===== src/rtl/csr_ctrl.sv =====
// Sequencer for CSRRW/S/C, ECALL and MRET over a 4-entry CSR file with one read and one write port.
// Optional CSR_CTRL_ILLEGAL_TRAP_EN: illegal requests trap to mtvec with mcause=2 instead of completing as no-ops.
module csr_ctrl #(
    parameter int DATA_WIDTH = 64,
    parameter int ADDR_WIDTH = 2
) (
    input  logic                  clk,
    input  logic                  rst,
    input  logic                  req_valid,
    output logic                  req_ready,
    input  logic [2:0]            req_op,
    input  logic [11:0]           req_csr,
    input  logic [DATA_WIDTH-1:0] req_src,
    input  logic [DATA_WIDTH-1:0] req_pc,
    output logic                  rsp_valid,
    input  logic                  rsp_ready,
    output logic [DATA_WIDTH-1:0] rsp_rdata,
    output logic                  rsp_redirect,
    output logic [DATA_WIDTH-1:0] rsp_target,
    output logic                  rsp_illegal,
    output logic [ADDR_WIDTH-1:0] csr_raddr,
    input  logic [DATA_WIDTH-1:0] csr_rdata,
    output logic [ADDR_WIDTH-1:0] csr_waddr,
    output logic [DATA_WIDTH-1:0] csr_wdata,
    output logic                  csr_wen
);

`ifdef CSR_CTRL_ILLEGAL_TRAP_EN
    localparam bit TRAP_ILLEGAL = 1'b1;
`else
    localparam bit TRAP_ILLEGAL = 1'b0;
`endif

    typedef enum logic [2:0] {IDLE, EXEC, CAUSE, VEC, MSTAT, RESP} state_t;

    state_t                  state, state_nxt;
    logic [2:0]              op_q;
    logic [11:0]             csr_q;
    logic [DATA_WIDTH-1:0]   src_q, pc_q;
    logic [DATA_WIDTH-1:0]   rdata_nxt, target_nxt;
    logic                    redirect_nxt, illegal_nxt, wen_c;
    logic [ADDR_WIDTH-1:0]   csr_idx;
    logic                    csr_ok, is_rwx, is_illegal;

    always_comb begin
        csr_ok  = 1'b1;
        csr_idx = '0;
        case (csr_q)
            12'h305: csr_idx = ADDR_WIDTH'(0);
            12'h341: csr_idx = ADDR_WIDTH'(1);
            12'h342: csr_idx = ADDR_WIDTH'(2);
            12'h300: csr_idx = ADDR_WIDTH'(3);
            default: csr_ok  = 1'b0;
        endcase
        is_rwx     = (op_q <= 3'd2);
        is_illegal = (op_q > 3'd4) || (is_rwx && !csr_ok);
    end

    always_comb begin
        state_nxt    = state;
        csr_raddr    = '0;
        csr_waddr    = '0;
        csr_wdata    = '0;
        wen_c        = 1'b0;
        rdata_nxt    = rsp_rdata;
        target_nxt   = rsp_target;
        redirect_nxt = rsp_redirect;
        illegal_nxt  = rsp_illegal;
        case (state)
            IDLE: if (req_valid) state_nxt = EXEC;
            EXEC: begin
                rdata_nxt   = '0;
                illegal_nxt = is_illegal;
                if (op_q == 3'd3 || (is_illegal && TRAP_ILLEGAL)) begin
                    csr_waddr = ADDR_WIDTH'(1);
                    csr_wdata = pc_q;
                    wen_c     = 1'b1;
                    state_nxt = CAUSE;
                end else if (is_illegal) begin
                    state_nxt = RESP;
                end else if (op_q == 3'd4) begin
                    csr_raddr    = ADDR_WIDTH'(1);
                    target_nxt   = csr_rdata;
                    redirect_nxt = 1'b1;
                    state_nxt    = MSTAT;
                end else begin
                    csr_raddr = csr_idx;
                    csr_waddr = csr_idx;
                    rdata_nxt = csr_rdata;
                    case (op_q)
                        3'd0:    csr_wdata = src_q;
                        3'd1:    csr_wdata = csr_rdata | src_q;
                        default: csr_wdata = csr_rdata & ~src_q;
                    endcase
                    // Set/clear with a zero mask must leave the file untouched
                    wen_c     = (op_q == 3'd0) || (src_q != '0);
                    state_nxt = RESP;
                end
            end
            CAUSE: begin
                csr_waddr = ADDR_WIDTH'(2);
                csr_wdata = rsp_illegal ? DATA_WIDTH'(2) : DATA_WIDTH'(11);
                wen_c     = 1'b1;
                state_nxt = VEC;
            end
            VEC: begin
                csr_raddr    = ADDR_WIDTH'(0);
                target_nxt   = {csr_rdata[DATA_WIDTH-1:2], 2'b00};
                redirect_nxt = 1'b1;
                state_nxt    = RESP;
            end
            MSTAT: begin
                csr_raddr    = ADDR_WIDTH'(3);
                csr_waddr    = ADDR_WIDTH'(3);
                csr_wdata    = csr_rdata;
                csr_wdata[3] = csr_rdata[7];
                csr_wdata[7] = 1'b1;
                wen_c        = 1'b1;
                state_nxt    = RESP;
            end
            RESP: if (rsp_ready) begin
                redirect_nxt = 1'b0;
                illegal_nxt  = 1'b0;
                state_nxt    = IDLE;
            end
            default: state_nxt = IDLE;
        endcase
    end

    assign csr_wen   = wen_c && !rst;
    assign req_ready = (state == IDLE) && !rst;
    assign rsp_valid = (state == RESP) && !rst;

    always_ff @(posedge clk) begin
        if (rst) begin
            state        <= IDLE;
            op_q         <= '0;
            csr_q        <= '0;
            src_q        <= '0;
            pc_q         <= '0;
            rsp_rdata    <= '0;
            rsp_target   <= '0;
            rsp_redirect <= 1'b0;
            rsp_illegal  <= 1'b0;
        end else begin
            state        <= state_nxt;
            rsp_rdata    <= rdata_nxt;
            rsp_target   <= target_nxt;
            rsp_redirect <= redirect_nxt;
            rsp_illegal  <= illegal_nxt;
            if (state == IDLE && req_valid) begin
                op_q  <= req_op;
                csr_q <= req_csr;
                src_q <= req_src;
                pc_q  <= req_pc;
            end
        end
    end

endmodule


===== config.mk =====
export PLATFORM = sky130hd
export DESIGN_NAME = csr_ctrl
export DESIGN_NICKNAME = d
export VERILOG_FILES = /design/src/rtl/csr_ctrl.sv
export SDC_FILE = /design/constraint.sdc
export NUM_CORES = 1
export LEC_CHECK = 0
export BUFFER_PORTS_ARGS = -buffer_cell sky130_fd_sc_hd__buf_2
export CAP_MARGIN = 0
export CORE_ASPECT_RATIO = 1.75
export CORE_MARGIN = 2
export CORE_UTILIZATION = 30
export DETAILED_ROUTE_END_ITERATION = 8
export GPL_ROUTABILITY_DRIVEN = 1
export SETUP_SLACK_MARGIN = 0.1
export SYNTH_ARGS = -nofsm -noshare
export SYNTH_HDL_FRONTEND = slang
export SYNTH_SLANG_ARGS = --single-unit

===== constraint.sdc =====
create_clock -name clk -period 2 [get_ports clk]
set_clock_uncertainty 0.1 [all_clocks]
set_input_delay 0.2 -clock clk [delete_from_list [all_inputs] [get_ports clk]]
set_output_delay 0.2 -clock clk [all_outputs]
set_load 0.03 [all_outputs]

==> flow_summary.ini <==
[worst_hold_path]
min_path_type = in2reg

[power_and_ir_drop]
pwr-share-seq_pct = 39.8
power_density_nw_per_um2 = 779
pwr-share-clk_pct = 35.9
power_frac_comb_pct = 24.3
switching_share_pct = 30.3
p_leak_uw = 0.00807
vdd_drop_max_uv = 571
p_sw_uw = 4550
internal-power_uw = 10500

[logic_synthesis]
synth-edff-count = 0
synthesis.area_per_instance_um2 = 8.10
syn_inst = 1434
yosysWarnings = 0
synthTopCellsByArea = dfxtp_1 (48%), nand2_1 (16%), a21oi_1 (9.0%)
synth_top_area_share_pct = 47.5
ys.flop_type = dfxtp_1
yosysTopAreaCell = dfxtp_1
yosysSeqAreaShare_pct = 47.5
syn_area_um2 = 11600
synth-async-reset-ratio_pct = 0
syn-num-nets = 1645
ys_seq_elements = 276
ys_types = 45

[detailed_routing]
via_per_inst = 5.18
totalWireLength_mm = 52.8
routedWlPerCell_um = 20.2
drt_first_pass_iters = 6
remaining_drc_errors = 0
drt_iter0_drc = 841
vias = 13600
detail-route-antenna-nets = 0

[sta]
period_share_pct = 146
final-setup-viol-count = 133
fin_tns_setup_ns = -74.32
tightest_slew_ns = 0.703
relSlewSlack_pct = 53.0
rsz0062_at_grt = yes
fin_ws_ns = -0.914
hold_viol = 0
slew_violations = 0
fmax_mhz = 343
post-route-min-period_ns = 2.91
holdWs_ns = 0.131

[worst_setup_path]
crit_required_ns = 1.70
worstSetupPathType = reg2out
arrival_ns = 2.61
cp_cell_sequence = or4_4, nor3_4, o2111ai_4, buf_12, o21ai_2, buf_2
startpoint_type = flip-flop
path_delay_family = simple AND/OR/NAND/NOR gates
end_kind = output port
slowest_delay_ns = 0.55
slowest_stage = or4_4
path_buf_inv = 2
path_max_fanout = 39

[placement]
dp_hpwl_mm = 35.7
io_buffers = 411
dpl-instance-area_um2 = 15900
gp_congestion = 0.875

[clock_network]
clkTransAtPathRegs_ns = 0.07
clock_sinks = 276
htree_levels = 1
clock_latency_ns = 0.55
cts_buffer_depth = 3
tritoncts = yes
root_buffer = clkbuf_16
cts-buffers-inserted = 28

[status]
violations = negative setup slack
status = complete, but fails checks

[job]
max_cap_viol_count = 0

[layout]
drive_above_1_share_pct = 36.1
area_growth_pct = 65.9
final_cell_area_um2 = 19300
final_core_util_pct = 50.4
final_nets = 2323

[die]
die_y_um = 264
num_rows = 95
die_area_um2 = 40400
io_pins = 412
die_w_um = 153
start_util_pct = 30.4
core_area_um2 = 38300

[global_route]
grt_max_degree = 120
grt_pass1_vias = 13800
grt_pass1_wl_mm = 78.2
gr-total-overflow = 0
grtUsageTotal_pct = 24.5
antenna_found_initial = 4
==> layout make-up <==
type	instances	area, um^2
fill	3519	19000
inverter	2	7.51
timing repair buffer	769	5770
clock buffer	43	838
clock inverter	5	75.1
antenna	4	10.0
multi-input combinational	1035	6440
tap	485	607
sequential	276	5530
==> what timing repair did <==
action                                  4_1_cts  5_1_grt
endpoints found under the setup margin      135      269
gates resized for setup                      52       51
endpoints found under the hold margin       274        0
cloned                                        1        0
hold buffers                                211        0
buffers inserted                              1        2
pin swaps                                     8        7
==> layout by cell type (no fill, tap or decap), types with 3 or more instances in the layout <==
cell and count:
clkbuf_1 8, clkbuf_8 7, o21ai_4 61, diode_2 4, xor2_1 3, a221oi_1 4
a21oi_1 210, dlygate4sd3_1 211, dfxtp_2 7, o21ai_2 5, clkinv_2 3, a22oi_1 62
buf_6 36, nor2_1 11, nand2_1 482, clkbuf_16 29, dfxtp_1 269, nand4_1 5
buf_12 20, buf_2 377, a22o_4 5, a22o_1 58, nor3_2 3, nor4_1 12
mux2_2 64, nor2_4 3, nand3b_1 3, buf_4 123, o21ai_0 4, nor4_4 3
==> logic make-up (layout without fill, tap and decap cells) <==
kind of cell	Yosys count	in the layout	synth area share, %
AND/OR/NAND/NOR	546	546	19.1
AO/OA/AOI/OAI	421	421	22.1
multiplexers	64	64	6.20
buffers and inverters	123	819	4.78
XOR/XNOR	4	4	0.301
other	0	4	0
flip-flops	276	276	47.5
==> power by group through the flow <==
stage                     clock network, uW  logic [uW]  registers (uW)
after floorplan                           0        1740            6100
after global placement                    0        3150            6070
after detailed placement                  0        3170            6080
after CTS                              5530        3580            5970
after global routing                   5700        3900            6000
final                                  5390        3650            5980
==> sequential cells by signal, summed over array words and instances, names as in the netlist <==
name and count:
pc_q 64, rsp_rdata 64, rsp_target 64, src_q 64, csr_q 12, op_q 3
state 3, rsp_illegal 1, rsp_redirect 1
==> cells in the mapped netlist, types with 3 or more instances <==
library cell	number
nand2_1	485
dfxtp_1	276
a21oi_1	210
clkbuf_1	91
o21ai_0	69
mux2_2	64
a22oi_1	62
a22o_1	58
nor4_1	17
buf_2	15
nor2_1	13
buf_1	8
a22o_2	6
buf_8	6
nand4_1	5
nor3_1	5
a221oi_1	4
nand3b_1	3
nor3b_1	3
xor2_1	3
==> worst register-to-register path, stage by stage (launching register included) <==
cell and delay, ns:
dfxtp_2 0.32, or4_4 0.55, nor3_4 0.19, o2111ai_4 0.19, buf_12 0.25, nor2_8 0.25, buf_12 0.24, a22o_1 0.22
==> per-layer routing <==
metal  track usage (%)  wire length [um]  vias up
met1              26.1             19100     6492
met5                 0                 8        -
met4              14.5              3150        2
li1                  -                 -     6291
met3              3.25              2710      173
met2              45.6             27900      598
==> stage by stage <==
stage	worst slack (ns)	total power, uW	cells
floorplan	-0.0517	7830	1434
global placement	-0.585	9220	2353
detailed placement	-0.589	9250	2353
CTS	-0.884	15100	2614
global route	-0.986	15600	2618
finish	-0.914	15000	2619
==> path summary, 6_finish.rpt <==
check                                    start        endpoint  slack (ns)  cells after the start
worst max register to register       csr_q[11]   rsp_rdata[24]       -0.36                      7
worst min register to register  rsp_target[55]  rsp_target[55]        0.35                      2
worst max-delay path                 csr_q[11]   csr_wdata[30]       -0.91                      6
worst min-delay path                       rst        pc_q[55]        0.13                      3
No activity file was read; power rests on OpenSTA's default activity.
